File: config.mk
export PLATFORM = sky130hd
export DESIGN_NAME = alu_exec_ctrl_flat
export DESIGN_NICKNAME = d
export VERILOG_FILES = /design/src/rtl/alu_exec_if.sv /design/src/rtl/alu_exec_ctrl.sv /design/src/flat_wrapper.sv
export SDC_FILE = /design/constraint.sdc
export NUM_CORES = 1
export LEC_CHECK = 0
export BUFFER_PORTS_ARGS = -buffer_cell sky130_fd_sc_hd__clkbuf_2
export CAP_MARGIN = 20
export CORE_MARGIN = 5
export CORE_UTILIZATION = 37
export CTS_BUF_LIST = sky130_fd_sc_hd__clkbuf_2
export CTS_CLUSTER_DIAMETER = 150
export DETAILED_ROUTE_END_ITERATION = 8
export GPL_TIMING_DRIVEN = 0
export RECOVER_POWER = 50
export SETUP_SLACK_MARGIN = 0.15
export SYNTH_ARGS = -nofsm -noshare
export SYNTH_HDL_FRONTEND = slang
export SYNTH_SLANG_ARGS = --single-unit
File: constraint.sdc
create_clock -name clk -period 1.8 [get_ports clk]
set_input_delay 0.27 -clock clk [delete_from_list [all_inputs] [get_ports clk]]
set_output_delay 0.27 -clock clk [all_outputs]
set_load 0.05 [all_outputs]
File: src/rtl/alu_exec_if.sv
// alu_exec_if: instruction valid/ready handshake between the issuing stage and alu_exec_ctrl.
interface alu_exec_if #(parameter int REG_AW = 2);
    logic              instr_valid;
    logic              instr_ready;
    logic [3:0]        instr_op;
    logic [REG_AW-1:0] instr_rd;
    logic [REG_AW-1:0] instr_rs;
    logic [7:0]        instr_imm;
    logic              instr_use_imm;
    modport master (output instr_valid, instr_op, instr_rd, instr_rs, instr_imm, instr_use_imm, input instr_ready);
    modport slave  (input instr_valid, instr_op, instr_rd, instr_rs, instr_imm, instr_use_imm, output instr_ready);
endinterface

File: src/rtl/alu_exec_ctrl.sv
// alu_exec_ctrl: execute-stage sequencer feeding the 8-bit alu, writing results back and keeping Z/N/C.
module alu_exec_ctrl #(
    parameter int         REG_AW  = 2,
    parameter logic [7:0] RST_VAL = 8'h00
) (
    input  logic              clk,
    input  logic              rst_n,
    alu_exec_if.slave         instr_if,
    output logic [3:0]        alu_op_o,
    output logic [7:0]        alu_op_a_o,
    output logic [7:0]        alu_op_b_o,
    input  logic [7:0]        alu_res_i,
    input  logic [7:0]        alu_ext_res_i,
    input  logic              alu_cb_i,
    output logic [2:0]        flags_o,
    output logic              done_o,
    output logic              illegal_o,
    input  logic [REG_AW-1:0] dbg_sel_i,
    output logic [7:0]        dbg_data_o
);
    localparam int NUM_REGS = 2 ** REG_AW;
    localparam logic [1:0] S_IDLE  = 2'd0;
    localparam logic [1:0] S_EXEC  = 2'd1;
    localparam logic [1:0] S_WB_HI = 2'd2;
    localparam logic [3:0] OP_NOP = 4'h0;
    localparam logic [3:0] OP_ADD = 4'h1;
    localparam logic [3:0] OP_SUB = 4'h2;
    localparam logic [3:0] OP_MUL = 4'h3;
    localparam logic [3:0] OP_CMP = 4'hB;
    localparam logic [3:0] OP_INC = 4'hC;
    localparam logic [3:0] OP_DEC = 4'hD;
    localparam logic [3:0] OP_ILL = 4'hF;

    logic [1:0]        state_q, state_d;
    logic [REG_AW-1:0] rd_q, rd_d;
    logic [7:0]        hi_q, hi_d;
    logic [3:0]        op_q, op_d;
    logic [7:0]        a_q, a_d, b_q, b_d;
    logic [2:0]        flags_q, flags_d;
    logic              done_q, done_d, illegal_q, illegal_d;
    logic [7:0]        regs_q [NUM_REGS];
    logic              we;
    logic [REG_AW-1:0] wa;
    logic [7:0]        wd;
    logic              carry_op;

    // alu_cb is only meaningful for the arithmetic ops; elsewhere it must not reach C
    assign carry_op = op_q inside {OP_ADD, OP_SUB, OP_CMP, OP_INC, OP_DEC};

    always_comb begin
        state_d   = state_q;
        rd_d      = rd_q;
        hi_d      = hi_q;
        op_d      = op_q;
        a_d       = a_q;
        b_d       = b_q;
        flags_d   = flags_q;
        done_d    = 1'b0;
        illegal_d = 1'b0;
        we        = 1'b0;
        wa        = rd_q;
        wd        = alu_res_i;
        case (state_q)
            S_IDLE: if (instr_if.instr_valid) begin
                op_d    = instr_if.instr_op;
                a_d     = regs_q[instr_if.instr_rd];
                b_d     = instr_if.instr_use_imm ? instr_if.instr_imm : regs_q[instr_if.instr_rs];
                rd_d    = instr_if.instr_rd;
                state_d = S_EXEC;
            end
            S_EXEC: begin
                state_d = S_IDLE;
                done_d  = 1'b1;
                if (op_q == OP_MUL) begin
                    we           = 1'b1;
                    hi_d         = alu_ext_res_i;
                    flags_d[2:1] = {({alu_ext_res_i, alu_res_i} == 16'h0000), alu_ext_res_i[7]};
                    done_d       = 1'b0;
                    state_d      = S_WB_HI;
                end else if (op_q == OP_ILL) begin
                    illegal_d = 1'b1;
                end else if (op_q != OP_NOP) begin
                    we           = (op_q != OP_CMP);
                    flags_d[2:1] = {(alu_res_i == 8'h00), alu_res_i[7]};
                    flags_d[0]   = carry_op ? alu_cb_i : flags_q[0];
                end
            end
            S_WB_HI: begin
                we      = 1'b1;
                wa      = rd_q + REG_AW'(1);
                wd      = hi_q;
                done_d  = 1'b1;
                state_d = S_IDLE;
            end
            default: state_d = S_IDLE;
        endcase
    end

    always_ff @(posedge clk or negedge rst_n) begin
        if (!rst_n) begin
            state_q   <= S_IDLE;
            rd_q      <= '0;
            hi_q      <= 8'h00;
            op_q      <= 4'h0;
            a_q       <= 8'h00;
            b_q       <= 8'h00;
            flags_q   <= 3'b000;
            done_q    <= 1'b0;
            illegal_q <= 1'b0;
        end else begin
            state_q   <= state_d;
            rd_q      <= rd_d;
            hi_q      <= hi_d;
            op_q      <= op_d;
            a_q       <= a_d;
            b_q       <= b_d;
            flags_q   <= flags_d;
            done_q    <= done_d;
            illegal_q <= illegal_d;
        end
    end

    always_ff @(posedge clk or negedge rst_n) begin
        if (!rst_n) begin
            for (int i = 0; i < NUM_REGS; i++) regs_q[i] <= RST_VAL;
        end else if (we) begin
            regs_q[wa] <= wd;
        end
    end

    assign instr_if.instr_ready = (state_q == S_IDLE);
    assign alu_op_o   = op_q;
    assign alu_op_a_o = a_q;
    assign alu_op_b_o = b_q;
    assign flags_o    = flags_q;
    assign done_o     = done_q;
    assign illegal_o  = illegal_q;
    assign dbg_data_o = regs_q[dbg_sel_i];
endmodule

File: src/flat_wrapper.sv
// flat-port wrapper written by rule: the top's interface ports become plain ports
module alu_exec_ctrl_flat 
#(
    parameter int         REG_AW  = 2,
    parameter logic [7:0] RST_VAL = 8'h00
)
  (clk, rst_n, alu_op_o, alu_op_a_o, alu_op_b_o, alu_res_i, alu_ext_res_i, alu_cb_i, flags_o, done_o, illegal_o, dbg_sel_i, dbg_data_o, instr_if_instr_valid, instr_if_instr_op, instr_if_instr_rd, instr_if_instr_rs, instr_if_instr_imm, instr_if_instr_use_imm, instr_if_instr_ready);
  alu_exec_if #(.REG_AW(REG_AW)) instr_if_i ();
  input  logic clk;
  input  logic rst_n;
  output logic [3:0] alu_op_o;
  output logic [7:0] alu_op_a_o;
  output logic [7:0] alu_op_b_o;
  input  logic [7:0] alu_res_i;
  input  logic [7:0] alu_ext_res_i;
  input  logic alu_cb_i;
  output logic [2:0] flags_o;
  output logic done_o;
  output logic illegal_o;
  input  logic [REG_AW-1:0] dbg_sel_i;
  output logic [7:0] dbg_data_o;
  input wire logic [$bits(instr_if_i.instr_valid)-1:0] instr_if_instr_valid;
  input wire logic [$bits(instr_if_i.instr_op)-1:0] instr_if_instr_op;
  input wire logic [$bits(instr_if_i.instr_rd)-1:0] instr_if_instr_rd;
  input wire logic [$bits(instr_if_i.instr_rs)-1:0] instr_if_instr_rs;
  input wire logic [$bits(instr_if_i.instr_imm)-1:0] instr_if_instr_imm;
  input wire logic [$bits(instr_if_i.instr_use_imm)-1:0] instr_if_instr_use_imm;
  output wire logic [$bits(instr_if_i.instr_ready)-1:0] instr_if_instr_ready;
  assign instr_if_i.instr_valid = instr_if_instr_valid;
  assign instr_if_i.instr_op = instr_if_instr_op;
  assign instr_if_i.instr_rd = instr_if_instr_rd;
  assign instr_if_i.instr_rs = instr_if_instr_rs;
  assign instr_if_i.instr_imm = instr_if_instr_imm;
  assign instr_if_i.instr_use_imm = instr_if_instr_use_imm;
  assign instr_if_instr_ready = instr_if_i.instr_ready;
  alu_exec_ctrl #(.REG_AW(REG_AW), .RST_VAL(RST_VAL)) u_core (.clk(clk), .rst_n(rst_n), .instr_if(instr_if_i), .alu_op_o(alu_op_o), .alu_op_a_o(alu_op_a_o), .alu_op_b_o(alu_op_b_o), .alu_res_i(alu_res_i), .alu_ext_res_i(alu_ext_res_i), .alu_cb_i(alu_cb_i), .flags_o(flags_o), .done_o(done_o), .illegal_o(illegal_o), .dbg_sel_i(dbg_sel_i), .dbg_data_o(dbg_data_o));
endmodule
==> flow_metrics.env, run 1 <==
export IMPL_root_buffer="clkbuf_2"
export IMPL_most_common_layout_cells="dfrtp_1 (65), clkbuf_2 (64), buf_4 (35)"
export IMPL_end_kind="register"
export IMPL_skew_ns=0.0266
export IMPL_violations="setup timing"
export IMPL_synth_edff_count=0
export IMPL_stdcell_area_mm2=0.00496
export IMPL_yosys_warnings=0
export IMPL_synth_area_top_cells="dfrtp_1 (48%), mux2_2 (16%), mux4_2 (15%)"
export IMPL_io_pins=73
export IMPL_slew_violations=0
export IMPL_io_buffer_count=65
export IMPL_synth_seq_cells=69
export IMPL_vias_per_cell=5.03
export IMPL_insertion_delay_ns=0.49
export IMPL_synth_nets=286
export IMPL_antenna_found_initial=0
export IMPL_seqCellArea_mm2=0.00173
export IMPL_die_h_um=109
export IMPL_worst_slack_ns=-0.107
export IMPL_start_kind="register"
export IMPL_core_mm2=0.00964
export IMPL_route_detailed_drc=0
export IMPL_synth_area_per_cell_um2=14.8
export IMPL_grt_pass1_wl_um=14100
export IMPL_post_dp_hpwl_um=6010
export IMPL_cp_required_ns=2.18
export IMPL_setup_viol_count_final=41
export IMPL_clock_sinks=69
export IMPL_grt_pass1_vias=2663
export IMPL_multiInputGateArea_mm2=0.00193
export IMPL_hold_viol=0
export IMPL_path_max_fanout=8
export IMPL_grt_max_degree=46
export IMPL_fillCellCount=856
export IMPL_vdd_drop_max_v=0.000704
export IMPL_ff2ff_setup_slack_ns=-0.11
export IMPL_htreeDepth=3
export IMPL_drive_gt1_frac=0.627
export IMPL_syn_cell_area_mm2=0.00362
export IMPL_cts_tree="done"
export IMPL_first_pass_iters=4
export IMPL_setup_tns_ns=-2.76
export IMPL_pwr_share_seq=0.300
export IMPL_path_class="reg -> reg"
export IMPL_fp_row_count=36
export IMPL_p_per_area_mw_per_mm2=1900
export IMPL_wl_um=8810
export IMPL_yosysTopAreaCellShare=0.477
export IMPL_p_total_mw=9.43
export IMPL_fmax_mhz=524
export IMPL_gr_total_overflow=0
export IMPL_ys_flop_type="dfrtp_1"
export IMPL_clkPwrFrac=0.124
export IMPL_power_internal_mw=5.61
export IMPL_hold_depth=2
export IMPL_switching_share=0.406
export IMPL_r2r_cells=5
export IMPL_hold_class="in -> reg"
export IMPL_rsz0062_at_grt="yes"
export IMPL_period_needed_ns=1.91
export IMPL_ys_seq_area_frac=0.477
export IMPL_die_w_um=109
export IMPL_place_congestion=0.778
export IMPL_start_util=0.375
export IMPL_status="finished with violations"
export IMPL_finalCritPeriodShare=1.06
export IMPL_arrival_ns=2.28
export IMPL_first_iter_violations=61
export IMPL_synthToLayoutAreaGrowth_pct=37.0
export IMPL_switchingPower_mw=3.83
export IMPL_syn_inst=244
export IMPL_synth_async_sr_flop_share=1.00
export IMPL_via_count=2562
export IMPL_cts_made_buffers=9
export IMPL_nets=413
export IMPL_ys_types=35
export IMPL_track_usage=0.156
export IMPL_synth_largest_area_cell="dfrtp_1"
export IMPL_wire_per_inst_um=17.3
export IMPL_path_clk_slew_ns=0.19
export IMPL_max_cap_viol_count=0
export IMPL_worst_slew_pin_slew_ns=0.632
export IMPL_cts_buffer_depth=2
export IMPL_relSlewSlack=0.579
export IMPL_design_die_area_mm2=0.0119
export IMPL_place_area_mm2=0.00421
export IMPL_postRouteAntennaNets=0
export IMPL_power_leakage_nw=2.27
export IMPL_final_common_cell="dfrtp_1"
export IMPL_p_comb_frac=0.576
==> stage by stage <==
stage / util / hold WS, ns / setup slack, ns / cells
detailed placement: 0.437 / 0.248 / -0.361 / 443
CTS: 0.504 / 0.00951 / -0.133 / 501
global route: 0.514 / 0.00486 / -0.171 / 508
finish: 0.514 / 0.0449 / -0.107 / 509
global placement: 0.434 / 0.461 / -0.344 / 442
floorplan: - / -0.0256 / -0.150 / 244
==> repair_timing <==
action	4_1_cts	5_1_grt
pin swaps	1	5
setup endpoints to repair	65	59
buffers inserted	31	7
hold buffers	12	0
resized for setup	34	21
endpoints found under the hold margin	35	0
==> per-layer routing <==
metal | routed length, um | GRT usage
met2 | 4080 | 0.248
met1 | 4170 | 0.215
met3 | 435 | 0.0272
met4 | 118 | 0.0559
met5 | 0 | 0
==> worst paths after layout <==
check                                            startpoint                               end
min in group asynchronous                             rst_n  u_core.alu_op_b_o[6]$_DFFE_PN0P_
hold reg to reg            u_core.alu_op_b_o[1]$_DFFE_PN0P_  u_core.alu_op_b_o[1]$_DFFE_PN0P_
max in group asynchronous                             rst_n     u_core.regs_q[16]$_DFFE_PN0P_
hold / removal                             alu_ext_res_i[3]        u_core.hi_q[3]$_DFFE_PN0P_
setup / recovery             u_core.alu_op_o[0]$_DFFE_PN0P_      u_core.regs_q[7]$_DFFE_PN0P_
setup reg to reg             u_core.alu_op_o[0]$_DFFE_PN0P_      u_core.regs_q[7]$_DFFE_PN0P_
==> cell usage after synthesis, types with 2 or more instances <==
library cell	n
nor4_1	4
clkbuf_1	6
o21ai_0	10
mux4_2	24
buf_1	2
inv_1	4
mux2_2	50
nand3_1	3
dfrtp_1	69
a21oi_1	2
ha_1	3
buf_2	3
mux2_4	16
nor3b_1	2
o21a_1	3
nand2_1	17
mux2i_1	8
==> logic make-up after synthesis <==
logic type               after synthesis  synth area share
XOR/XNOR                               1           0.00242
flip-flops                            69             0.477
AO/OA/AOI/OAI                         18            0.0360
multiplexers                          98             0.394
buffers and inverters                 17            0.0207
adder cells (fa/ha/maj)                3            0.0104
AND/OR/NAND/NOR                       38            0.0598
==> state kept, by name, indices dropped and copies added (netlist names) <==
register           flops
u_core.regs_q         32
u_core.alu_op_a_o      8
u_core.alu_op_b_o      8
u_core.hi_q            8
u_core.alu_op_o        4
u_core.flags_o         3
u_core.rd_q            2
u_core.state_q         2
u_core.done_o          1
u_core.illegal_o       1
==> critical path, cell delays in order, from the launching register on <==
cell	delay [ns]
dfrtp_2	0.47
or4_4	0.58
a41oi_4	0.23
nor2_4	0.07
buf_12	0.15
mux2_4	0.30
==> power groups by stage <==
stage	Clock [mW]	Sequential [mW]	Combinational [mW]
floorplan	0	3.71	2.54
global placement	0	2.95	4.13
detailed placement	0	2.99	4.19
CTS	1.21	2.81	5.17
global route	1.26	2.93	5.77
finish	1.17	2.83	5.43
==> area by class of cell <==
class,instances,share of cell area
Buffer,13,0.0159
Antenna cell,1,0.000505
Sequential cell,69,0.349
Clock buffer,9,0.00909
Multi-Input combinational cell,158,0.389
Clock inverter,6,0.0225
Tap cell,133,0.0336
Timing Repair Buffer,116,0.177
Inverter,4,0.00303
No activity file was read; power rests on OpenSTA's default activity.
==> run 2: changes to the inputs <==
- RECOVER_POWER: 50 -> not set
- SKIP_CTS_REPAIR_TIMING: not set -> 1
==> run 2 against run 1 <==
Against the previous run:
- the flow still finishes with violations (setup timing)
- critical path type unchanged
- non-clock buffer count fell by 16
- combinational power fell by 7.7%
- final area fell by 2.6%
- setup slack got worse by 0.023 ns
- largest cell class unchanged
- critical endpoint is now u_core.regs_q[16]$_DFFE_PN0P_
==> flow_metrics.env, run 2 (same netlist as run 1, synthesis figures left out) <==
export IMPL_grt_pass1_vias=2454
export IMPL_r2r_end="u_core.regs_q[16]$_DFFE_PN0P_"
export IMPL_largest_reg_flops=32
export IMPL_path_clk_slew_ns=0.19
export IMPL_postRouteAntennaNets=0
export IMPL_hold_class="in -> reg"
export IMPL_wire_per_inst_um=17.3
export IMPL_core_mm2=0.00964
export IMPL_grt_pass1_wl_um=13000
export IMPL_setup_tns_ns=-3.59
export IMPL_drive_gt1_frac=0.624
export IMPL_via_count=2472
export IMPL_wl_um=8510
export IMPL_start_util=0.375
export IMPL_die_w_um=109
export IMPL_skew_ns=0.0209
export IMPL_place_area_mm2=0.00421
export IMPL_synthToLayoutAreaGrowth_pct=33.4
export IMPL_route_detailed_drc=0
export IMPL_cts_made_buffers=9
export IMPL_fp_row_count=36
export IMPL_relSlewSlack=0.613
export IMPL_hold_start="instr_if_instr_op[1]"
export IMPL_clock_sinks=69
export IMPL_most_common_layout_cells="dfrtp_1 (65), clkbuf_2 (63), mux2_2 (33), mux2_4 (33), mux4_2 (24)"
export IMPL_die_h_um=109
export IMPL_p_per_area_mw_per_mm2=1890
export IMPL_start_kind="register"
export IMPL_r2r_cells=7
export IMPL_gr_total_overflow=0
export IMPL_stdcell_area_mm2=0.00483
export IMPL_status="finished with violations"
export IMPL_period_needed_ns=1.93
export IMPL_fin_util=0.501
export IMPL_dp_slack_ns=-0.361
export IMPL_insertion_delay_ns=0.48
export IMPL_htreeDepth=3
export IMPL_max_cap_viol_count=0
export IMPL_fmax_mhz=518
export IMPL_worst_slew_pin_slew_ns=0.581
export IMPL_cts_tree="done"
export IMPL_setup_viol_count_final=40
export IMPL_io_buffer_count=65
export IMPL_slew_violations=0
export IMPL_path_max_fanout=8
export IMPL_final_common_cell="dfrtp_1"
export IMPL_design_die_area_mm2=0.0119
export IMPL_power_leakage_nw=2.20
export IMPL_first_pass_iters=4
export IMPL_whs_endpoint="u_core.alu_op_o[1]$_DFFE_PN0P_"
export IMPL_path_class="reg -> reg"
export IMPL_hold_depth=2
export IMPL_vias_per_cell=5.01
export IMPL_vdd_drop_max_v=0.000883
export IMPL_hold_slack_ns=0.0220
export IMPL_violations="setup timing"
export IMPL_grt_max_degree=46
export IMPL_ff2ff_setup_slack_ns=-0.13
export IMPL_crit_reg2reg_launch="u_core.state_q[1]$_DFFE_PN0P_"
export IMPL_worst_slack_ns=-0.130
export IMPL_p_total_mw=9.11
export IMPL_cts_buffer_depth=2
export IMPL_top_register="u_core.regs_q"
export IMPL_multiInputGateArea_mm2=0.00194
export IMPL_track_usage=0.145
export IMPL_place_congestion=0.778
export IMPL_end_kind="register"
export IMPL_antenna_found_initial=0
export IMPL_post_dp_hpwl_um=6010
export IMPL_cp_required_ns=2.17
export IMPL_placed_cells=443
export IMPL_first_iter_violations=63
export IMPL_seqCellArea_mm2=0.00173
export IMPL_final_cell_count_no_fill=493
export IMPL_nets=397
export IMPL_rsz0062_at_grt="yes"
export IMPL_hold_viol=0
export IMPL_arrival_ns=2.30
export IMPL_fillCellCount=874
export IMPL_io_pins=73
export IMPL_root_buffer="clkbuf_2"
export IMPL_finalCritPeriodShare=1.07
## run 2: changes by cell type in the layout (fill, tap and decap cells not counted), moves of 4 or more
cell           change
buf_4             -13
dlygate4sd3_1      -4
buf_6              +7
buf_8              -7
## run 2: report_power, final
group | leakage [nW] | switching (mW) | total, mW | internal (mW)
clock network | 0.0884 | 0.573 | 1.17 | 0.594
logic | 1.28 | 2.55 | 5.01 | 2.46
registers | 0.830 | 0.628 | 2.93 | 2.30
total | 2.20 | 3.75 | 9.11 | 5.36
## run 2: worst max-delay path, stage by stage (launching register included)
cell	delay, ns
dfrtp_1	0.44
buf_6	0.13
ha_4	0.15
and2b_2	0.25
a41oi_4	0.16
nor3_4	0.24
buf_12	0.17
mux2_4	0.29
## run 2: area by class of cell
cell class / instances / share of cell area
Antenna cell: 1 / 0.000518
Buffer: 13 / 0.0163
Sequential cell: 69 / 0.359
Clock inverter: 6 / 0.0231
Clock buffer: 9 / 0.00933
Inverter: 4 / 0.00311
Tap cell: 133 / 0.0345
Multi-Input combinational cell: 158 / 0.402
Timing Repair Buffer: 100 / 0.153
## run 2: worst max path at each step
stage	startpoint	to	depth (start not counted)
after floorplan	u_core.alu_op_o[3]$_DFFE_PN0P_	u_core.regs_q[10]$_DFFE_PN0P_	5
after global placement	u_core.state_q[1]$_DFFE_PN0P_	u_core.regs_q[18]$_DFFE_PN0P_	6
after detailed placement	u_core.state_q[1]$_DFFE_PN0P_	u_core.regs_q[21]$_DFFE_PN0P_	6
after CTS	u_core.state_q[1]$_DFFE_PN0P_	u_core.regs_q[16]$_DFFE_PN0P_	6
after global routing	u_core.alu_op_o[0]$_DFFE_PN0P_	u_core.regs_q[9]$_DFFE_PN0P_	5
final	u_core.state_q[1]$_DFFE_PN0P_	u_core.regs_q[16]$_DFFE_PN0P_	7
## run 2: per-layer routing
layer | track usage | part of all wire
met1 | 0.204 | 0.47
met2 | 0.225 | 0.46
met3 | 0.0255 | 0.051
met4 | 0.0541 | 0.013
met5 | 0 | 0
